### config.mk
export PLATFORM = sky130hd
export DESIGN_NAME = pe_mac_seq
export DESIGN_NICKNAME = d
export VERILOG_FILES = /design/src/rtl/pe_pkg.sv /design/src/rtl/pe_mac_seq.sv
export SDC_FILE = /design/constraint.sdc
export NUM_CORES = 1
export LEC_CHECK = 0
export ABC_CLOCK_PERIOD_IN_PS = 2400
export CAP_MARGIN = 30
export CORE_ASPECT_RATIO = 0.5
export CORE_MARGIN = 1.5
export CORE_UTILIZATION = 43
export DETAILED_ROUTE_END_ITERATION = 10
export HOLD_SLACK_MARGIN = 0.05
export PLACE_DENSITY_LB_ADDON = 0.12
export SLEW_MARGIN = 15
export SYNTH_ARGS = -nofsm -noshare
export SYNTH_HDL_FRONTEND = slang
export SYNTH_SLANG_ARGS = --single-unit
### constraint.sdc
create_clock -name clk -period 2.4 [get_ports clk]
set_input_delay 0.48 -clock clk [delete_from_list [all_inputs] [get_ports clk]]
set_output_delay 0.48 -clock clk [all_outputs]
set_load 0.01 [all_outputs]
### src/rtl/pe_pkg.sv
// Shared widths and sequencer state encoding for the PE MAC datapath.
package pe_pkg;

  localparam int PE_A_W   = 8;
  localparam int PE_B_W   = 8;
  localparam int PE_ACC_W = 24;

  typedef enum logic [2:0] {
    IDLE  = 3'd0,
    CLEAR = 3'd1,
    RUN   = 3'd2,
    DRAIN = 3'd3,
    DONE  = 3'd4
  } pe_seq_state_t;

endpackage

### src/rtl/pe_mac_seq.sv
// Upstream sequencer for one PE MAC core: streams operand pairs into the PE,
// counts its completion pulses and captures the final accumulator value.
module pe_mac_seq
  import pe_pkg::*;
#(
  parameter int LEN_W = 10
) (
  input  logic                clk,
  input  logic                reset,
  input  logic                start,
  input  logic                abort,
  input  logic [LEN_W-1:0]    vec_len,
  input  logic                in_valid,
  output logic                in_ready,
  input  logic [PE_A_W-1:0]   in_a,
  input  logic [PE_B_W-1:0]   in_b,
  output logic                pe_read_in,
  output logic                pe_mode_sel,
  output logic                pe_clr_acc,
  output logic [PE_A_W-1:0]   pe_a_mul,
  output logic [PE_B_W-1:0]   pe_b_mul,
  input  logic                pe_out_vld,
  input  logic [PE_ACC_W-1:0] pe_acc_raw,
  output logic                busy,
  output logic                done,
  output logic [PE_ACC_W-1:0] result,
  output logic                result_valid,
  output logic [2:0]          dbg_state
);

  // Operand stream: a pair transfers on any rising edge where in_valid and
  // in_ready are both high; in_ready depends only on the state, never on in_valid.

  pe_seq_state_t        state_q, state_d;
  logic [LEN_W-1:0]     len_q, len_d;
  logic [LEN_W-1:0]     issue_cnt_q, issue_cnt_d;
  logic [LEN_W-1:0]     vld_cnt_q, vld_cnt_d;
  logic [PE_A_W-1:0]    a_q, a_d;
  logic [PE_B_W-1:0]    b_q, b_d;
  logic                 read_q, read_d;
  logic                 mode_q, mode_d;
  logic                 abort_clr_q, abort_clr_d;
  logic [PE_ACC_W-1:0]  result_q, result_d;
  logic                 result_valid_q, result_valid_d;

  logic                 handshake;
  logic [LEN_W-1:0]     issue_inc;
  logic [LEN_W-1:0]     vld_inc;

  assign handshake = in_valid && (state_q == RUN);
  assign issue_inc = issue_cnt_q + LEN_W'(1);
  assign vld_inc   = vld_cnt_q + LEN_W'(1);

  always_comb begin
    state_d        = state_q;
    len_d          = len_q;
    issue_cnt_d    = issue_cnt_q;
    vld_cnt_d      = vld_cnt_q;
    a_d            = a_q;
    b_d            = b_q;
    read_d         = 1'b0;
    mode_d         = mode_q;
    abort_clr_d    = 1'b0;
    result_d       = result_q;
    result_valid_d = result_valid_q;

    if (abort) begin
      // Abort wins over everything; a coincident handshake is dropped.
      state_d        = IDLE;
      abort_clr_d    = 1'b1;
      result_d       = '0;
      result_valid_d = 1'b0;
    end else begin
      unique case (state_q)
        IDLE: begin
          if (start) begin
            len_d          = vec_len;
            issue_cnt_d    = '0;
            vld_cnt_d      = '0;
            result_d       = '0;
            result_valid_d = 1'b0;
            state_d        = CLEAR;
          end
        end
        CLEAR: begin
          if (len_q == '0) begin
            result_d       = '0;
            result_valid_d = 1'b1;
            state_d        = DONE;
          end else begin
            state_d = RUN;
          end
        end
        RUN: begin
          if (handshake) begin
            a_d         = in_a;
            b_d         = in_b;
            read_d      = 1'b1;
            mode_d      = (issue_cnt_q != '0);
            issue_cnt_d = issue_inc;
            if (issue_inc == len_q) begin
              state_d = DRAIN;
            end
          end
          if (pe_out_vld) begin
            vld_cnt_d = vld_inc;
          end
        end
        DRAIN: begin
          // The PE accumulator already reflects the last MAC when its pulse arrives.
          if (pe_out_vld) begin
            vld_cnt_d = vld_inc;
            if (vld_inc == len_q) begin
              result_d       = pe_acc_raw;
              result_valid_d = 1'b1;
              state_d        = DONE;
            end
          end
        end
        DONE: begin
          state_d = IDLE;
        end
        default: begin
          state_d = IDLE;
        end
      endcase
    end
  end

  always_ff @(posedge clk) begin
    if (reset) begin
      state_q        <= IDLE;
      len_q          <= '0;
      issue_cnt_q    <= '0;
      vld_cnt_q      <= '0;
      a_q            <= '0;
      b_q            <= '0;
      read_q         <= 1'b0;
      mode_q         <= 1'b0;
      abort_clr_q    <= 1'b0;
      result_q       <= '0;
      result_valid_q <= 1'b0;
    end else begin
      state_q        <= state_d;
      len_q          <= len_d;
      issue_cnt_q    <= issue_cnt_d;
      vld_cnt_q      <= vld_cnt_d;
      a_q            <= a_d;
      b_q            <= b_d;
      read_q         <= read_d;
      mode_q         <= mode_d;
      abort_clr_q    <= abort_clr_d;
      result_q       <= result_d;
      result_valid_q <= result_valid_d;
    end
  end

  assign in_ready     = (state_q == RUN);
  assign pe_read_in   = read_q;
  assign pe_mode_sel  = mode_q;
  assign pe_clr_acc   = (state_q == CLEAR) || abort_clr_q;
  assign pe_a_mul     = a_q;
  assign pe_b_mul     = b_q;
  assign busy         = (state_q != IDLE);
  assign done         = (state_q == DONE) && !abort;
  assign result       = result_q;
  assign result_valid = result_valid_q;
  assign dbg_state    = state_q;

endmodule
==> Flow_metrics.wiki, run 1 <==
{| class="wikitable"
! Metric !! Value
|-
| Result of the run || complete, no violations
|-
| Busiest grt layer || met2
|-
| Most common flop cell mapped by yosys || dfxtp_1
|-
| Met1 Usage GRT || 28.71%
|-
| Residual DRC count || 0
|-
| Sw Ratio || 22.41%
|-
| Total power draw || 0.003060 W
|-
| Number of rows created at floorplan || 23
|-
| Cell chosen for the clock root || clkbuf_16
|-
| Number of synthesis warnings || 0
|-
| TritonCTS Buffers || 9
|-
| Synthesized instance count || 428
|-
| Area Overhead vs Synth || 48.14%
|-
| Global routing met2 resource utilization || 35.60%
|-
| Worst Setup End Kind || register
|-
| Core area || 8058 um2
|-
| Worst hold path startpoint || pe_b_mul[7]
|-
| Switching power || 0.0006857 W
|-
| Die footprint || 8969 um2
|-
| Maximum vdd ir drop || 0.3892 mV
|-
| Sum of overflow across all layers after global routing || 0
|-
| End of the worst hold path || pe_b_mul[7]
|-
| Minimum clock period after layout || ~2.3 ns
|-
| Routing usage on met3 || 9.459%
|-
| Number of distinct standard cells referenced by the synthesized netlist || 51
|-
| Worst hold path depth || 2
|-
| Clock latency reported for the late side of the worst-skew pair || 0.33 ns
|-
| Count of input and output buffers || 105
|-
| Count of pins on the block boundary || 106
|-
| Fill cell total of the finished layout || 694
|-
| Normalized max-slew margin || 70.04%
|-
| Cell types with the highest counts after synthesis || dfxtp_1, nand2_1, nor2_1, a21oi_1, a22o_1
|-
| Die boundary width || 132.4 um
|-
| Total standard cell area after synthesis || 3602 um2
|-
| Number of global-route vias before repair || 3289
|-
| TritonCTS clock tree || yes
|-
| Mean Syn Cell Area || 8.416 um2
|-
| Final estimated routing congestion in global placement || 0.8474
|-
| Proportion of synthesized flip-flops having asynchronous set or reset || 0%
|-
| Number of synthesized flops with an enable pin || 0
|-
| Share of synthesized area occupied by flip-flops and latches || 42.79%
|-
| R2R setup slack || 0.07 ns
|-
| Final number of setup-violating endpoints || 0
|-
| Count of final hold-check violations || 0
|-
| Part of the total power dissipated in combinational logic || 9.2%
|-
| Via density || around 5.3
|-
| Ratio of total power to cell area || 573.4 nW/um2
|-
| Drt first pass iters || 4
|-
| Part of the power in registers || 42.9%
|-
| Final worst path period share || between 90 and 100%
|-
| Wire length after detailed routing || slightly above 10 mm
|-
| H-tree depth || 3
|-
| Part of the total power dissipated in the clock network || 48.0%
|-
| Length in cells of the worst reg-to-reg path || 10
|-
| Leakage power figure || 1.947 nW
|-
| Fraction of final layout cells sized beyond drive strength 1 || 13.02%
|-
| Largest buffer count on any clock path || 2
|-
| Clock tree skew after final layout || a little under 0.007 ns
|-
| Worst flop-to-flop path endpoint || result[8]
|-
| Most instantiated library cell after synthesis || dfxtp_1
|-
| Initial cell density of the core || 44.70%
|-
| Syn Nets || 487
|-
| Iteration-0 DRC count of the detailed router || 181
|-
| Dpl cells || 644
|-
| Max cap viols || 0
|-
| First-pass GRT wire length || 15.93 mm
|-
| Actual transition at the worst max-transition pin || about 0.45 ns
|-
| Die height || 67.72 um
|-
| Clk pin slew, worst setup/hold paths || 0.06 ns
|-
| Highest net fanout along the worst path || 12
|-
| Count of inserted antenna diode cells || 0
|-
| Area share of the leading cell type in the synthesized netlist || 42.79%
|-
| Element type at the critical path start || register
|-
| Clock tree sinks || a little under 80
|-
| Non-Filler Instances || 665
|-
| Routed length per placed instance || around 15 um
|-
| Initial antenna violation count || 0
|-
| Final layout net count || around 610
|-
| Worst R2R Start || vld_cnt_q[0]
|-
| Cell type with the largest total area after synthesis || dfxtp_1
|-
| Critical path type || register to register
|-
| Main area contributors after synthesis || dfxtp_1, nand2_1, a22o_1
|-
| Overall Global Routing Usage || between 20% and 30%
|-
| Internal Power || 0.002374 W
|-
| Maximum operating frequency || between 0.4 and 0.5 GHz
|-
| Antenna violation net count after detailed routing || 0
|-
| Number of max-slew violations in the final report || 0
|-
| Vias after detailed routing || between 3000 and 4000
|-
| Total half-perimeter wirelength after legalization and detailed placement || 6.835 mm
|-
| Number of flip-flops and latches in the synthesized netlist || 77
|-
| Class of the tightest hold or removal check || register to register
|-
| Pin count of the biggest net entering global routing || 31
|-
| WP data required || 2.67 ns
|-
| Worst path arrival time || about 2.6 ns
|}
==> layer usage <==
metal	vias up	share of wire, %
li1	1751	-
met1	1649	47
met2	114	43
met3	4	8.7
met4	0	0.30
met5	-	0
==> worst max-delay path by stage <==
stage / from / endpoint / slack [ns]
finish: vld_cnt_q[0] / result[8] / 0.07
floorplan: vld_cnt_q[1] / result_valid / 0.02
CTS: vld_cnt_q[0] / result[8] / 0.01
global route: vld_cnt_q[0] / result[4] / -0.007
global placement: start / result[1] / 0.04
detailed placement: start / result[0] / 0.02
==> cell type report <==
class | count | area, um2 | share of cell area, %
inverter | 5 | 18.77 | 0.3517
multi-input combinational | 317 | 1962 | 36.76
clock inverter | 6 | 93.84 | 1.758
sequential | 77 | 1549 | 29.03
tap | 112 | 140.1 | 2.626
timing repair buffer | 138 | 1344 | 25.18
clock buffer | 10 | 229.0 | 4.291
==> kinds of logic (layout without fill, tap and decap cells) <==
kind of cell,Yosys count,count (layout),synth area share [%]
XOR/XNOR,23,23,5.592
buffers and inverters,35,159,4.342
AND/OR/NAND/NOR,176,176,23.76
AO/OA/AOI/OAI,101,102,18.86
adder cells (fa/ha/maj),3,3,1.042
multiplexers,13,13,3.612
flip-flops,77,77,42.79
==> flip-flops by register name (all words and copies together) (netlist names) <==
| register | flops |
|---|---|
| result | 24 |
| vld_cnt_q | 10 |
| len_q | 10 |
| pe_read_in | 1 |
| pe_b_mul | 8 |
| issue_cnt_q | 10 |
| pe_mode_sel | 1 |
| result_valid | 1 |
| dbg_state | 3 |
| abort_clr_q | 1 |
| pe_a_mul | 8 |
==> cells in the final DEF, fill, tap and decap left out, drive strengths merged, types with 13 or more instances in the layout <==
cell type | synthesis | layout
clkdlybuf4s50 | 0 | 104
dfxtp | 77 | 77
mux2i | 13 | 13
o21ai | 17 | 17
buf | 9 | 33
a21oi | 35 | 35
nor2 | 47 | 47
a22o | 25 | 25
xnor2 | 15 | 15
nand2 | 59 | 59
nand3 | 13 | 13
==> power by group through the flow <==
| stage | registers [W] | logic [W] | clock network, W |
|---|---|---|---|
| floorplan | 0.00133 | 0.000122 | 0 |
| global placement | 0.00134 | 0.000263 | 0 |
| detailed placement | 0.00134 | 0.000264 | 0 |
| CTS | 0.00131 | 0.000265 | 0.00150 |
| global route | 0.00131 | 0.000305 | 0.00155 |
| finish | 0.00131 | 0.000281 | 0.00147 |
==> critical path: stages, from the launching register on <==
cell and delay (ns):
dfxtp_2 0.36, ha_4 0.17, nand3_1 0.09, or3_1 0.39, a211oi_2 0.24, nand3_2 0.19
buf_6 0.18, nor3_4 0.22, buf_12 0.15, buf_12 0.12, a22o_1 0.13
==> stage by stage <==
| stage | area (um2) | setup slack [ns] | utilization, % | hold WS (ns) | setup TNS, ns |
|---|---|---|---|---|---|
| 2_1_floorplan | 3603 | 0.01979 | - | 0.4743 | 0 |
| 3_3_place_gp | 4888 | 0.04156 | 60.67 | 0.4412 | 0 |
| 3_5_place_dp | 4888 | 0.01624 | 60.67 | 0.4465 | 0 |
| 4_1_cts | 5211 | 0.01483 | 64.67 | 0.4546 | 0 |
| 5_1_grt | 5336 | -0.007050 | 66.23 | 0.4743 | -0.01826 |
| 6_report | 5336 | 0.06938 | 66.23 | 0.4529 | 0 |
==> timing repair <==
item	4_1_cts	5_1_grt
setup buffers	0	2
resized for setup	0	14
endpoints found under the setup margin	0	26
endpoints found under the hold margin	0	0
hold buffers	0	0
Power figures use the tool's default switching activity.
==> inputs of run 2 (changes only) <==
- MAX_ROUTING_LAYER: unset -> met4
==> Flow_metrics.wiki, run 2 (synthesis gave the netlist of run 1 again) <==
{| class="wikitable"
! Metric !! Value
|-
| Normalized max-slew margin || 68.79% (-1.3 points)
|-
| Highest net fanout along the worst path || 12 (unchanged)
|-
| Drt first pass iters || 4 (unchanged)
|-
| Die footprint || 8969 um2 (unchanged)
|-
| Top routing layer used || met4
|-
| Overall Global Routing Usage || 23.16% (+0.66 points)
|-
| Number of max-slew violations in the final report || 0 (unchanged)
|-
| Number of rows created at floorplan || 23 (unchanged)
|-
| Met1 WL || 5.028 mm (+3.7%)
|-
| Setup slack after placement || 0.01624 ns (unchanged)
|-
| Routed length per placed instance || 15.36 um (about the same)
|-
| Final layout net count || 607 (unchanged)
|-
| H-tree depth || 3 (unchanged)
|-
| Via density || 5.305 (+0.28%)
|-
| Worst path arrival time || 2.60 ns (about the same)
|-
| Leakage power figure || 1.947 nW (unchanged)
|-
| Iteration-0 DRC count of the detailed router || 216 (+19%)
|-
| Clock tree skew after final layout || 0.006233 ns (-0.0005167 ns)
|-
| Clk pin slew, worst setup/hold paths || 0.06 ns (about the same)
|-
| Worst Setup End Kind || register
|-
| CP Cell Sequence || ha_4 > nand3_1 > or3_1 > a211oi_2 > nand3_2 > buf_6 > nor3_4 > buf_12 > buf_12 > a22o_1
|-
| Post-Layout Inst Area || 5336 um2 (unchanged)
|-
| Fraction of final layout cells sized beyond drive strength 1 || 13.02% (unchanged)
|-
| Total power draw || 0.003064 W (+0.16%)
|-
| Clock latency reported for the late side of the worst-skew pair || 0.34 ns (about the same)
|-
| Largest buffer count on any clock path || 2 (unchanged)
|-
| Sum of overflow across all layers after global routing || 0 (unchanged)
|-
| TritonCTS clock tree || yes
|-
| Buffer and inverter count on the worst path || 3 (unchanged)
|-
| Count of inserted antenna diode cells || 0 (unchanged)
|-
| Clock tree sinks || 77 (unchanged)
|-
| Count of final hold-check violations || 0 (unchanged)
|-
| Die boundary width || 132.4 um (unchanged)
|-
| Detailed route wirelength on metal3 || 683 um (-23%)
|-
| Length of routed met2 wiring || 4.409 mm (-0.70%)
|-
| Result of the run || complete, no violations
|-
| Final worst path period share || 97.09% (about the same)
|-
| First-pass GRT wire length || 15.86 mm (-0.43%)
|-
| Maximum operating frequency || 0.4292 GHz (about the same)
|-
| Max FFs per register || 24 (unchanged)
|-
| Vias after detailed routing || 3528 (+0.28%)
|-
| Residual DRC count || 0 (unchanged)
|-
| Class of the tightest hold or removal check || register to register
|-
| TritonCTS Buffers || 9 (unchanged)
|-
| Element type at the critical path start || register
|-
| Area Overhead vs Synth || 48.14% (unchanged)
|-
| Cell chosen for the clock root || clkbuf_16
|-
| Antenna violation net count after detailed routing || 0 (unchanged)
|-
| Category of cells accounting for the largest share of critical-path delay || simple AND/OR/NAND/NOR gates
|-
| Worst hold slack after final layout || 0.4544 ns (+0.001474 ns)
|-
| Cell mode on critical path || buf_12
|-
| Final estimated routing congestion in global placement || 0.8607 (+1.6%)
|-
| Core area || 8058 um2 (unchanged)
|-
| Total placed instance area || 4888 um2 (unchanged)
|-
| Number of global-route vias before repair || 3303 (+0.43%)
|-
| Initial antenna violation count || 0 (unchanged)
|-
| Max cap viols || 0 (unchanged)
|-
| Critical path type || register to register
|-
| Ratio of total power to cell area || 574.3 nW/um2 (+0.16%)
|-
| Maximum vdd ir drop || 0.3897 mV (+0.11%)
|-
| Initial cell density of the core || 44.70% (unchanged)
|-
| Most used cells in the layout excluding fill and tap cells || clkdlybuf4s50_1, dfxtp_1, nand2_1
|-
| Leading cell type in the layout, fill and taps excluded || clkdlybuf4s50_1
|-
| Worst Slack Setup Final || 0.06984 ns (+0.0004654 ns)
|-
| Count of input and output buffers || 105 (unchanged)
|-
| CP max-delay cell || or3_1
|-
| Die height || 67.72 um (unchanged)
|-
| Minimum clock period after layout || 2.330 ns (-0.0004654 ns)
|-
| Fill cell total of the finished layout || 694 (unchanged)
|-
| Actual transition at the worst max-transition pin || 0.4675 ns (+0.02155 ns)
|-
| Total half-perimeter wirelength after legalization and detailed placement || 6.835 mm (unchanged)
|-
| Wire length after detailed routing || 10.21 mm (about the same)
|-
| Count of pins on the block boundary || 106 (unchanged)
|-
| WP data required || 2.67 ns (about the same)
|-
| Pin count of the biggest net entering global routing || 31 (unchanged)
|-
| Final number of setup-violating endpoints || 0 (unchanged)
|-
| Max stage delay on crit path || 0.39 ns (about the same)
|-
| Final sum of negative setup slack || 0 ns (unchanged)
|}
==> run 2: cell counts in the layout (fill, tap and decap cells not counted) <==
No cell type changed its count.
==> run 2: cell type report <==
cell class                      instances  area (um2)  share of cell area [%]
Clock buffer                           10       229.0                   4.291
Clock inverter                          6       93.84                   1.758
Inverter                                5       18.77                  0.3517
Multi-Input combinational cell        317        1962                   36.76
Sequential cell                        77        1549                   29.03
Tap cell                              112       140.1                   2.626
Timing Repair Buffer                  138        1344                   25.18
==> run 2: path summary, 6_finish.rpt <==
| check | start | to | slack, ns | cells past startpoint |
|---|---|---|---|---|
| hold reg to reg | pe_b_mul[1] | pe_b_mul[1] | 0.45 | 2 |
| setup / recovery | vld_cnt_q[0] | result[8] | 0.07 | 10 |
| hold / removal | pe_b_mul[1] | pe_b_mul[1] | 0.45 | 2 |
| setup reg to reg | vld_cnt_q[0] | result[8] | 0.07 | 10 |
==> run 2: repair_timing <==
item	in CTS	in global routing
buffers inserted	0	2
hold buffers	0	0
gates resized for setup	0	14
endpoints found under the setup margin	0	26
==> run 2: layer usage <==
metal | vias to the layer above | GRT usage [%]
met2 | 104 | 35.67
li1 | 1755 | -
met3 | 11 | 8.033
met5 | - | -
met1 | 1658 | 29.43
met4 | 0 | 5.495
==> run 2: through the flow <==
step / utilization (%) / std cells
4_1_cts: 64.67 / 660
6_report: 66.23 / 665
2_1_floorplan: - / 428
3_3_place_gp: 60.67 / 644
5_1_grt: 66.23 / 665
3_5_place_dp: 60.67 / 644
==> run 2: worst reg2reg max path: cells and delay by family (launching register included) <==
| family | cells | cell delay, ns |
|---|---|---|
| compound gates | 2 | 0.39 |
| buf+inv | 3 | 0.47 |
| fa+ha+maj | 1 | 0.17 |
| flops | 1 | 0.36 |
| simple gates | 4 | 0.89 |
==> run 2: report_power, final <==
group	total [W]	internal (W)	leakage, nW	switching, W
Combinational	0.000281	0.000161	1.17	0.000120
Clock	0.00147	0.000922	0.154	0.000551
Sequential	0.00131	0.00129	0.625	0.0000204
Total	0.00306	0.00237	1.95	0.000691
